===== src/rtl/riscv_wb.sv =====
// riscv_wb -- RISC-V write-back stage.
//
// Takes the MEM-stage registers, completes the data-memory response, formats
// load data, and presents the register-file write port, the committed
// exception vector and the pipeline-wide stall. A three-state FSM
// (IDLE / WAIT / FLUSH) tracks outstanding data-memory accesses and the
// one-cycle flush that follows any committed exception.
//
// Optional feature (macro RV_WB_DMEM_TIMEOUT_EN): a WAIT-cycle counter turns
// a response that never arrives into an access fault after DMEM_TIMEOUT
// cycles. With the macro undefined the stage waits indefinitely.
//
// Ports:
//   clk, rst            clock (rising edge), asynchronous active-high reset
//   mem_*               MEM-stage pc/instr/bubble/exception/badaddr/result/address
//   dmem_*              data-memory response: ack, read word, err, misaligned, page fault
//   wb_stall            combinational stall for all upstream stages
//   wb_pc, wb_instr     committed PC / instruction
//   wb_bubble           committed slot is empty
//   wb_exception        committed exception vector (bit index = cause code)
//   wb_badaddr          trap value
//   wb_dst, wb_r, wb_we register-file write port

module riscv_wb #(
  parameter int              XLEN           = 32,
  parameter logic [XLEN-1:0] PC_INIT        = 'h200,
  parameter int              ILEN           = 32,
  parameter int              EXCEPTION_SIZE = 16,
  parameter int              DMEM_TIMEOUT   = 255
) (
  input  logic                      clk,
  input  logic                      rst,
  input  logic [XLEN-1:0]           mem_pc,
  input  logic [ILEN-1:0]           mem_instr,
  input  logic                      mem_bubble,
  input  logic [EXCEPTION_SIZE-1:0] mem_exception,
  input  logic [XLEN-1:0]           mem_pc_badaddr,
  input  logic [XLEN-1:0]           mem_r,
  input  logic [XLEN-1:0]           mem_memadr,
  input  logic                      dmem_ack,
  input  logic [XLEN-1:0]           dmem_q,
  input  logic                      dmem_err,
  input  logic                      dmem_misaligned,
  input  logic                      dmem_page_fault,
  output logic                      wb_stall,
  output logic [XLEN-1:0]           wb_pc,
  output logic [ILEN-1:0]           wb_instr,
  output logic                      wb_bubble,
  output logic [EXCEPTION_SIZE-1:0] wb_exception,
  output logic [XLEN-1:0]           wb_badaddr,
  output logic [4:0]                wb_dst,
  output logic [XLEN-1:0]           wb_r,
  output logic                      wb_we
);

  localparam int         OFFW     = (XLEN == 64) ? 3 : 2;
  localparam logic [4:0] OP_LOAD  = 5'b00000;
  localparam logic [4:0] OP_STORE = 5'b01000;

  typedef enum logic [1:0] {S_IDLE, S_WAIT, S_FLUSH} state_t;

  state_t state_q, state_d;

  logic [XLEN-1:0]           pc_q, pc_d;
  logic [ILEN-1:0]           instr_q, instr_d;
  logic                      bubble_q, bubble_d;
  logic [EXCEPTION_SIZE-1:0] exception_q, exception_d;
  logic [XLEN-1:0]           badaddr_q, badaddr_d;
  logic [4:0]                dst_q, dst_d;
  logic [XLEN-1:0]           r_q, r_d;
  logic                      we_q, we_d;

  logic [4:0]                opcode, rd;
  logic [2:0]                funct3;
  logic                      is_load, is_store, memop, resp, resp_eff, err_eff;
  logic                      timeout_hit, flush_now, writes_rd;
  logic [EXCEPTION_SIZE-1:0] fault_vec, exc_new;
  logic [XLEN-1:0]           ld_raw, ld_data;

  assign opcode    = mem_instr[6:2];
  assign funct3    = mem_instr[14:12];
  assign rd        = mem_instr[11:7];
  assign is_load   = (opcode == OP_LOAD);
  assign is_store  = (opcode == OP_STORE);
  assign memop     = !mem_bubble && (mem_exception == '0) && (is_load || is_store);
  assign resp      = dmem_ack | dmem_err | dmem_misaligned | dmem_page_fault;
  // A timeout behaves exactly like an err response arriving this cycle.
  assign resp_eff  = resp | timeout_hit;
  assign err_eff   = dmem_err | timeout_hit;
  // wb_exception is nonzero exactly while the FSM sits in FLUSH.
  assign flush_now = (exception_q != '0);
  assign wb_stall  = memop && !resp_eff && (state_q != S_FLUSH);

`ifdef RV_WB_DMEM_TIMEOUT_EN
  localparam int CNT_W = $clog2(DMEM_TIMEOUT + 1);
  logic [CNT_W-1:0] cnt_q, cnt_d;

  // The counter already reads 1 in the first WAIT cycle, so the stall
  // (which includes the IDLE cycle the access appeared in) lasts exactly
  // DMEM_TIMEOUT cycles.
  assign timeout_hit = (state_q == S_WAIT) && !resp && (cnt_q == CNT_W'(DMEM_TIMEOUT));
  assign cnt_d       = (state_d == S_WAIT) ? cnt_q + 1'b1 : '0;

  always_ff @(posedge clk or posedge rst) begin
    if (rst) cnt_q <= '0;
    else     cnt_q <= cnt_d;
  end
`else
  assign timeout_hit = 1'b0;
`endif

  // Memory fault decode: misaligned beats page fault beats access fault,
  // and any fault beats ack.
  always_comb begin
    // NOTE: every combinational output gets a default first so no path leaves it unassigned (no latch).
    fault_vec = '0;
    if (memop) begin
      if (dmem_misaligned)      fault_vec[is_store ? 6  : 4]  = 1'b1;
      else if (dmem_page_fault) fault_vec[is_store ? 15 : 13] = 1'b1;
      else if (err_eff)         fault_vec[is_store ? 7  : 5]  = 1'b1;
    end
  end

  assign exc_new = mem_exception | fault_vec;

  // Load formatting: shift the addressed byte lane down, then extend.
  always_comb begin
    ld_raw = dmem_q >> {mem_memadr[OFFW-1:0], 3'b000};
    case (funct3)
      3'b000:  ld_data = XLEN'($signed(ld_raw[7:0]));
      3'b001:  ld_data = XLEN'($signed(ld_raw[15:0]));
      3'b010:  ld_data = XLEN'($signed(ld_raw[31:0]));
      3'b100:  ld_data = XLEN'(ld_raw[7:0]);
      3'b101:  ld_data = XLEN'(ld_raw[15:0]);
      3'b110:  ld_data = XLEN'(ld_raw[31:0]);
      default: ld_data = ld_raw;
    endcase
  end

  always_comb begin
    case (opcode)
      5'b00100, 5'b01100, 5'b01101, 5'b00101,
      5'b11011, 5'b11001, 5'b00000:     writes_rd = 1'b1;
      5'b11100:                         writes_rd = (funct3 != 3'b000);
      5'b00110, 5'b01110:               writes_rd = (XLEN == 64);
      default:                          writes_rd = 1'b0;
    endcase
  end

  // Next-state FSM.
  always_comb begin
    state_d = state_q;
    case (state_q)
      S_IDLE:  if (memop && !resp) state_d = S_WAIT;
      S_WAIT:  if (resp_eff || !memop) state_d = S_IDLE;
      S_FLUSH: state_d = S_IDLE;
      default: state_d = S_IDLE;
    endcase
    if (!flush_now && !wb_stall && (exc_new != '0)) state_d = S_FLUSH;
  end

  // Output register update: flush, capture, or hold.
  always_comb begin
    pc_d        = pc_q;
    instr_d     = instr_q;
    bubble_d    = bubble_q;
    exception_d = exception_q;
    badaddr_d   = badaddr_q;
    dst_d       = dst_q;
    r_d         = r_q;
    we_d        = we_q;
    if (flush_now) begin
      exception_d = '0;
      bubble_d    = 1'b1;
      we_d        = 1'b0;
    end else if (!wb_stall) begin
      pc_d        = mem_pc;
      instr_d     = mem_instr;
      bubble_d    = mem_bubble;
      dst_d       = rd;
      exception_d = exc_new;
      badaddr_d   = (fault_vec != '0) ? mem_memadr : mem_pc_badaddr;
      r_d         = is_load ? ld_data : mem_r;
      we_d        = !mem_bubble && (exc_new == '0) && (rd != 5'd0) && writes_rd;
    end
  end

  always_ff @(posedge clk or posedge rst) begin
    if (rst) begin
      // NOTE: sequential state uses non-blocking assignments so every flop samples pre-edge values.
      state_q     <= S_IDLE;
      pc_q        <= PC_INIT;
      instr_q     <= '0;
      bubble_q    <= 1'b1;
      exception_q <= '0;
      badaddr_q   <= '0;
      dst_q       <= '0;
      r_q         <= '0;
      we_q        <= 1'b0;
    end else begin
      state_q     <= state_d;
      pc_q        <= pc_d;
      instr_q     <= instr_d;
      bubble_q    <= bubble_d;
      exception_q <= exception_d;
      badaddr_q   <= badaddr_d;
      dst_q       <= dst_d;
      r_q         <= r_d;
      we_q        <= we_d;
    end
  end

  assign wb_pc        = pc_q;
  assign wb_instr     = instr_q;
  assign wb_bubble    = bubble_q;
  assign wb_exception = exception_q;
  assign wb_badaddr   = badaddr_q;
  assign wb_dst       = dst_q;
  assign wb_r         = r_q;
  assign wb_we        = we_q;

endmodule


===== config.mk =====
export PLATFORM = sky130hd
export DESIGN_NAME = riscv_wb
export DESIGN_NICKNAME = d
export VERILOG_FILES = /design/src/rtl/riscv_wb.sv
export SDC_FILE = /design/constraint.sdc
export NUM_CORES = 1
export LEC_CHECK = 0
export CAP_MARGIN = 25
export CORE_MARGIN = 5
export CORE_UTILIZATION = 39
export DETAILED_ROUTE_END_ITERATION = 12
export GPL_ROUTABILITY_DRIVEN = 0
export GPL_TIMING_DRIVEN = 0
export HOLD_SLACK_MARGIN = 0.08
export PLACE_DENSITY = 0.87
export SETUP_SLACK_MARGIN = 0.02
export SLEW_MARGIN = 25
export SYNTH_ARGS = -nofsm -noshare
export SYNTH_HDL_FRONTEND = slang
export SYNTH_SLANG_ARGS = --single-unit

===== constraint.sdc =====
create_clock -name clk -period 5.84 [get_ports clk]
set_input_delay 0.876 -clock clk [delete_from_list [all_inputs] [get_ports clk]]
set_output_delay 0.876 -clock clk [all_outputs]
set_load 0.02 [all_outputs]

# --- Yosys cells after proc, flatten, opt, wreduce, memory -nomap -nowiden ---
# Index checks and enable logic that the tools add are counted.
op_classes:
  addsub: 0
  multipliers: 0
  n_div: 0
  magnitude_cmp: 6
  n_eq_ne: 16
  shift: 1
  muxes: 27
  bitwise_logic: 6
  n_reduce_logical: 32
ops:
  columns: ["cell", "n"]
  rows:
  - ["$pmux W32 S4", 1]
  - ["$mux W16", 6]
  - ["$mux W32", 2]
  - ["$reduce_bool A16 Y1", 3]
  - ["$logic_not A16 Y1", 2]
  - ["$shr A32 B5 Y32", 1]
  - ["$or A16 B16 Y16", 1]
  - ["$eq A5 B4 Y1 const B", 3]
  - ["$eq A5 B5 Y1 const B", 3]
  - ["$demux W1 S4", 3]
  - ["$logic_and A1 B1 Y1", 12]
  - ["$mux W2", 6]
  - ["$eq A5 B3 Y1 const B", 2]
  - ["$lt A3 B5 Y1 const B", 2]
  - ["$mux W1", 7]
  - ["$reduce_or A7 Y1", 1]
  - ["$eq A3 B3 Y1 const B", 2]
  - ["$ge A3 B1 Y1 const B", 2]
  - ["$ne A3 B3 Y1 const B", 2]
  - ["$logic_not A1 Y1", 5]
  - ["$logic_not A5 Y1", 1]
  - ["$lt A4 B5 Y1 const B", 1]
  - ["$reduce_bool A5 Y1", 1]
  - ["$ge A4 B1 Y1 const B", 1]
  - ["other kinds (13)", 18]
word_totals:
  regBits: 153
  latchBits: 0
  ramBits: 0
  mem_bits_ro: 0
  in_bits: 215
  output_inout_bits: 152
  wordCells: 97
  memories: 0

# --- Logic depth before layout (Yosys ltp) ---
# Gate-level depths: netlist of the first run.
depth:
  word_depth: 17
  mapped_depth: 7
  mapped_depth_nobuf: 5

# --- Least setup slack after synthesis of the first run ---
# No wires, ideal clock.
synth_timing:
  kind: "input to output"
  from: "input port mem_instr[3]"
  to: "output port wb_stall"
  t_arrival_ps: 1885
  required_ps: 4964
  slack_ps: 3079
  cell_stages: 3
  path_buffers: 0
  cell_sequence: "or4_4 > nor2_2 > and3_1"
synth_between:
  elab_chain_cells: 5
  word_cells_on_any_way: 6
  cone_classes: "eq/ne: 1; reduce/logical: 5"
synth_rtl:
  columns: ["item", "line", "rtl"]
  rows:
  - ["from (decl)", "34", "input logic [ILEN-1:0] mem_instr,"]
  - ["$eq A5 B4 Y1 / $logic_not A5 Y1 (equally long branches)", "84, 83", null]
  - ["$logic_or A1 B1 Y1 *", "85", "assign memop = !mem_bubble && (mem_exception == '0) && (is_load || is_store);"]
  - ["$logic_and A1 B1 Y1 *", "85", null]
  - ["$logic_and A1 B1 Y1 * (2 in a row)", "92", "assign wb_stall = memop && !resp_eff && (state_q != S_FLUSH);"]
  - ["to (decl)", "45", "output logic wb_stall,"]
# Mark *: on every way between the ends. The rest lies on a longest branch, timed or not.

# --- Final worst setup path of the first run ---
layout_timing:
  from: "input port dmem_misaligned"
  to: "output port wb_stall"
layout_between:
  elab_chain_cells: 5
layout_rtl:
  columns: ["item", "line", "rtl"]
  rows:
  - ["from (decl)", "43", "input logic dmem_misaligned,"]
  - ["$or A1 B1 Y1 (2 in a row)", "86", "assign resp = dmem_ack | dmem_err | dmem_misaligned | dmem_page_fault;"]
  - ["$logic_not A1 Y1", "92", null]
  - ["$logic_and A1 B1 Y1 (2 in a row)", "92", null]
# No other way between the ends.

==> qor.yml, run 1 <==
drt-total-wl_um: 26900
final_net_count: 1346
clockBufferDepth: 2
cp-end-kind: "output port"
remaining_drc_errors: 0
ir_worst_vdd_mv: 0.197
cts_buffers: 17
seq_area_mm2: 0.00371
drv_slew: 0
cts_tree: "done"
grt_overflow_total: 0
clkPwrFrac: 0.443
grt_max_degree: 76
vias: 6954
place_inst: 1337
final.setup_skew_ns: 0.00902
port_buffers: 365
synth_area_leaders: "dfrtp_1, nand2_1, mux2i_1, nor2_1, buf_4"
critPathLaunchType: "primary input"
clk_pin_slew_ns: 0.06
rows: 48
multiInputGateArea_mm2: 0.00285
worstMarginPinSlew_ns: 0.655
max-cap-violations: 0
ios: 367
antenna_cells: 0
max-slew-margin-rel: 0.562
cts-root-buf: "clkbuf_16"
area_growth_pct: 67.0
syn_inst: 746
core_mm2: 0.0174
postCtsHoldBufs: 0
dr.pass1.iters: 5
crit_type: "in2out"
p_switching_w: 0.000699
die-area_mm2: 0.0205
synth-main-ff-cell: "dfrtp_1"
ys_types: 46
synth_warnings: 0
p_int_w: 0.00211
final_core_util: 0.665
sw_frac_of_total: 0.249
track_usage: 0.260
rsz0062_at_grt: "no"
drt-vias-per-instance: 5.08
yosysMostFrequentCell: "nand2_1"
wl_per_cell_um: 19.6
drt_iter0_drc: 312
htree_levels: 4
die_x_um: 143
comb_power_share: 0.165
grt_pass1_wl_um: 40300
ys_ff_latch: 148
synth_fp_nets: 961
ys_seq_area_frac: 0.536
clock.fmax_mhz: 247
min_path_type: "reg2reg"
power.density_mw_per_mm2: 244
synth.top_cell.area_share: 0.529
die_height_um: 143
cts_sinks: 148
synth_edf_count: 0
syn_area_mm2: 0.00691
arrival_ns: 3.17
p_seq_frac: 0.392
final_cells: 1369
cp_max_fo: 5
grt_pass1_vias: 7196
post-route-period-util: 0.693
antenna_found_initial: 0
required_ns: 4.96
avgSynthCellArea_um2: 9.26
start_util: 0.398
cts_resized: 0
yosysTopAreaCell: "dfrtp_1"
fin_crit_ns: 4.05
hpwl_um: 21700
final_layout_size_suffix_gt1_frac: 0.0778
postCtsSetupRepairBufs: 0
hold_viol: 0
fillers: 1346
leakagePower_nw: 5.22
status: "finished clean"
async_flop_share: 1.00
clk_latency_ns: 0.42
netlist_top_cells_count: "nand2_1, dfrtp_1, mux2i_1, nor2_1, o21ai_1"
final_antenna_net_count: 0
finalSetupViolations: 0
-- layout make-up --
class	count	share of cell area
flip-flops and latches	148	0.321
repair buffers	366	0.319
multi-input cells	546	0.247
clock buffers	19	0.0384
plain buffers	51	0.0306
well taps	225	0.0244
clock inverters	13	0.0191
inverters	1	0.000976
-- critical path: stages --
cell	delay [ns]
clkdlybuf4s50_1	0.49
or3_1	0.43
nor3_1	0.32
and3_1	0.36
clkdlybuf4s50_1	0.68
-- power by group through the flow --
stage                     Combinational (W)  Sequential, W  Clock, W
after global placement             0.000455        0.00112         0
after floorplan                    0.000107        0.00118         0
after global routing               0.000495        0.00111   0.00130
final                              0.000464        0.00110   0.00125
after CTS                          0.000468        0.00110   0.00126
after detailed placement           0.000466        0.00112         0
-- worst paths after layout --
| check | slack, ns | end | from | cells past startpoint |
|---|---|---|---|---|
| worst max-delay path | 1.79 | wb_stall | dmem_misaligned | 5 |
| worst min-delay path | 0.45 | state_q[0]$_DFFE_PP0P_ | state_q[1]$_DFFE_PP0P_ | 1 |
| worst max register to register | 3.51 | wb_r[10]$_DFFE_PP0P_ | wb_exception[3]$_DFFE_PP0P_ | 5 |
| worst min register to register | 0.45 | state_q[0]$_DFFE_PP0P_ | state_q[1]$_DFFE_PP0P_ | 1 |
| max in group asynchronous | 4.14 | wb_bubble$_DFFE_PP1P_ | rst | 3 |
| min in group asynchronous | 0.92 | wb_pc[11]$_DFFE_PP0P_ | rst | 2 |
-- layout by cell type, fill, tap and decap left out, types with 10 or more instances in the layout --
| master | n |
|---|---|
| clkbuf_16 | 17 |
| a21oi_1 | 18 |
| a31oi_1 | 19 |
| o21ai_1 | 26 |
| dfrtp_1 | 146 |
| mux2i_1 | 50 |
| clkbuf_1 | 13 |
| clkdlybuf4s50_1 | 365 |
| nand2_1 | 267 |
| nor2_1 | 48 |
| o21ai_0 | 23 |
| buf_6 | 10 |
| and2_1 | 10 |
| buf_4 | 20 |
-- state kept, by name (all words and copies together) (netlist names) --
signal,flops
wb_we,1
wb_pc,32
wb_exception,16
wb_bubble,1
wb_badaddr,32
wb_r,32
state_q,2
wb_instr,32
-- layer usage --
layer	vias to the layer above	track usage	part of all wire
met4	0	0.0900	0.027
met3	56	0.0757	0.091
met5	-	0	0
li1	3272	-	-
met2	346	0.486	0.53
met1	3280	0.278	0.35
-- kinds of logic after synthesis --
kind of cell | after synthesis | share of synthesized area
mux | 58 | 0.0871
compound gates | 118 | 0.100
buf+inv | 52 | 0.0516
xor+xnor | 1 | 0.00127
simple gates | 369 | 0.223
flops | 148 | 0.536
-- metrics by stage --
| step | worst slack, ns | hold WS (ns) | cell area, um2 | setup TNS, ns | total power, W |
|---|---|---|---|---|---|
| global route | 1.71 | 0.455 | 11500 | 0 | 0.00291 |
| detailed placement | 1.80 | 0.429 | 10900 | 0 | 0.00159 |
| finish | 1.79 | 0.445 | 11500 | 0 | 0.00281 |
| floorplan | 0.988 | 0.402 | 6910 | 0 | 0.00128 |
| CTS | 1.79 | 0.435 | 11500 | 0 | 0.00283 |
| global placement | -0.961 | 0.409 | 10800 | -138.39 | 0.00157 |
(Power assumes the default switching activity.)
==> run 2: changes to the inputs <==
- CORE_UTILIZATION: 39 -> 36
- PLACE_DENSITY: 0.87 -> 0.85
- clock period: 5.84 -> 3.39 ns (I/O delays scaled with it)
==> qor.yml, run 2 (synthesized netlist as in run 1, its figures left out) <==
hold_viol: 0  # unchanged
clockBufferDepth: 2  # unchanged
htree_levels: 4  # unchanged
cts-root-buf: "clkbuf_16"
finalSetupTns_ns: 0  # unchanged
dp_slack_ns: 0.116  # -1.68 ns
dr.pass1.iters: 5  # unchanged
leakagePower_nw: 5.19  # -0.54%
final_cell_mix: "clkdlybuf4s50_1, nand2_1, dfrtp_1"
rows: 50  # +4.2%
ir_worst_vdd_mv: 0.319  # +62%
clk_latency_ns: 0.43  # about the same
remaining_drc_errors: 0  # unchanged
cts_resized: 0  # unchanged
port_buffers: 365  # unchanged
clock.fmax_mhz: 307
track_usage: 0.242  # -0.0181
drv_slew: 0  # unchanged
grt_pass1_vias: 7325  # +1.8%
ios: 367  # unchanged
place_inst: 1376  # +2.9%
grt_overflow_total: 0  # unchanged
die-area_mm2: 0.0221  # +7.7%
start_util: 0.367  # -0.0312
cts_tree: "done"
core_mm2: 0.0188  # +8.5%
clk_pin_slew_ns: 0.06  # about the same
arrival_ns: 2.75  # -0.42 ns
min_path_type: "reg2reg"
status: "finished clean"
vias: 6974  # +0.29%
max-cap-violations: 0  # unchanged
crit_buf_inv: 2  # unchanged
final_cells: 1408  # +2.8%
final_layout_size_suffix_gt1_frac: 0.0810  # +0.00321
max_stage_delay_ns: 0.67  # about the same
post-route-period-util: 0.960
grt_max_degree: 32  # -58%
power.density_mw_per_mm2: 390  # +60%
antenna_cells: 0  # unchanged
path_cells: "clkdlybuf4s50_1 -> or4_4 -> nor2_2 -> and3_1 -> clkdlybuf4s50_1"
max-slew-margin-rel: 0.563  # +0.00149
antenna_found_initial: 0  # unchanged
drt-vias-per-instance: 4.95  # -2.5%
hpwl_um: 22300  # +3.0%
finalSetupViolations: 0  # unchanged
die_x_um: 149  # +3.8%
slowest_stage: "clkdlybuf4s50_1"
cp_top_family: "buffers and inverters"
path_common_cell: "clkdlybuf4s50_1"
die_height_um: 149  # +3.8%
cts_buffers: 17  # unchanged
crit_type: "in2out"
postCtsHoldBufs: 0  # unchanged
critPathLaunchType: "primary input"
required_ns: 2.88  # -2.08 ns
fin_crit_ns: 3.25
final_antenna_net_count: 0  # unchanged
drt-total-wl_um: 27200  # +1.2%
final_common_cell: "clkdlybuf4s50_1"
wl_per_cell_um: 19.3  # -1.6%
final.setup_skew_ns: 0.0213  # +0.0123 ns
setup_ws_ns: 0.136  # -1.65 ns
worstMarginPinSlew_ns: 0.652  # -0.00222 ns
cp_max_fo: 6  # +1
grt_pass1_wl_um: 41100  # +2.0%
cp-end-kind: "output port"
final_net_count: 1350  # +0.30%
rsz0062_at_grt: "no"
drt_iter0_drc: 267  # -14%
area_growth_pct: 67.1  # about the same
postCtsSetupRepairBufs: 0  # unchanged
cts_sinks: 148  # unchanged
fillers: 1544  # +15%
==> run 2: cell types whose count changed in the layout (fill, tap and decap cells not counted), sizes merged <==
| cell | before | now |
|---|---|---|
| clkinv | 1 | 2 |
| inv | 6 | 8 |
| buf | 38 | 42 |
| clkbuf | 33 | 32 |
| bufinv | 5 | 0 |
| clkinvlp | 2 | 5 |
==> run 2: report_power, final <==
part	switching [W]	total, W	internal [W]
combinational	0.000358	0.000812	0.000454
sequential	0.0000445	0.00189	0.00185
clock	0.000837	0.00179	0.000958
==> run 2: worst paths after layout <==
path / from / end / slack (ns) / depth (start not counted)
min in group asynchronous: rst / wb_pc[6]$_DFFE_PP0P_ / 0.45 / 2
max: mem_instr[2] / wb_stall / 0.14 / 5
min reg2reg: state_q[1]$_DFFE_PP0P_ / state_q[0]$_DFFE_PP0P_ / 0.43 / 1
max reg2reg: wb_exception[10]$_DFFE_PP0P_ / wb_r[13]$_DFFE_PP0P_ / 1.09 / 5
min: state_q[1]$_DFFE_PP0P_ / state_q[0]$_DFFE_PP0P_ / 0.43 / 1
max in group asynchronous: rst / wb_r[17]$_DFFE_PP0P_ / 2.03 / 5
==> run 2: stage by stage <==
step	power [W]	util	cell area (um2)	hold slack, ns
5_1_grt	0.00467	0.613	11500	0.444
2_1_floorplan	0.00221	-	6910	0.402
3_5_place_dp	0.00275	0.584	11000	0.416
4_1_cts	0.00453	0.613	11500	0.425
3_3_place_gp	0.00271	0.578	10900	0.410
6_report	0.00450	0.613	11500	0.426
==> run 2: layer usage <==
metal | vias up | part of all wire | routed length, um | GRT usage
met3 | 40 | 0.091 | 2480 | 0.0716
met5 | - | 0 | 0 | 0
li1 | 3278 | - | - | -
met2 | 316 | 0.52 | 14200 | 0.447
met1 | 3340 | 0.36 | 9730 | 0.261
met4 | 0 | 0.027 | 747 | 0.0864
==> run 2: worst reg2reg max path, cell delays in order, from the launching register on <==
cell	delay [ns]
dfrtp_1	0.41
nor4_1	0.29
nand4_1	0.30
a31oi_1	0.47
clkbuf_1	0.51
a31oi_1	0.16
==> run 2: final cells by class <==
type                            instances  area, um2  share of cell area
Clock inverter                         14        116              0.0101
Inverter                                1       7.51            0.000650
Sequential cell                       148       3710               0.321
Multi-Input combinational cell        546       2850               0.247
Tap cell                              260        325              0.0282
Buffer                                 51        353              0.0306
Clock buffer                           18        429              0.0372
Timing Repair Buffer                  370       3760               0.326
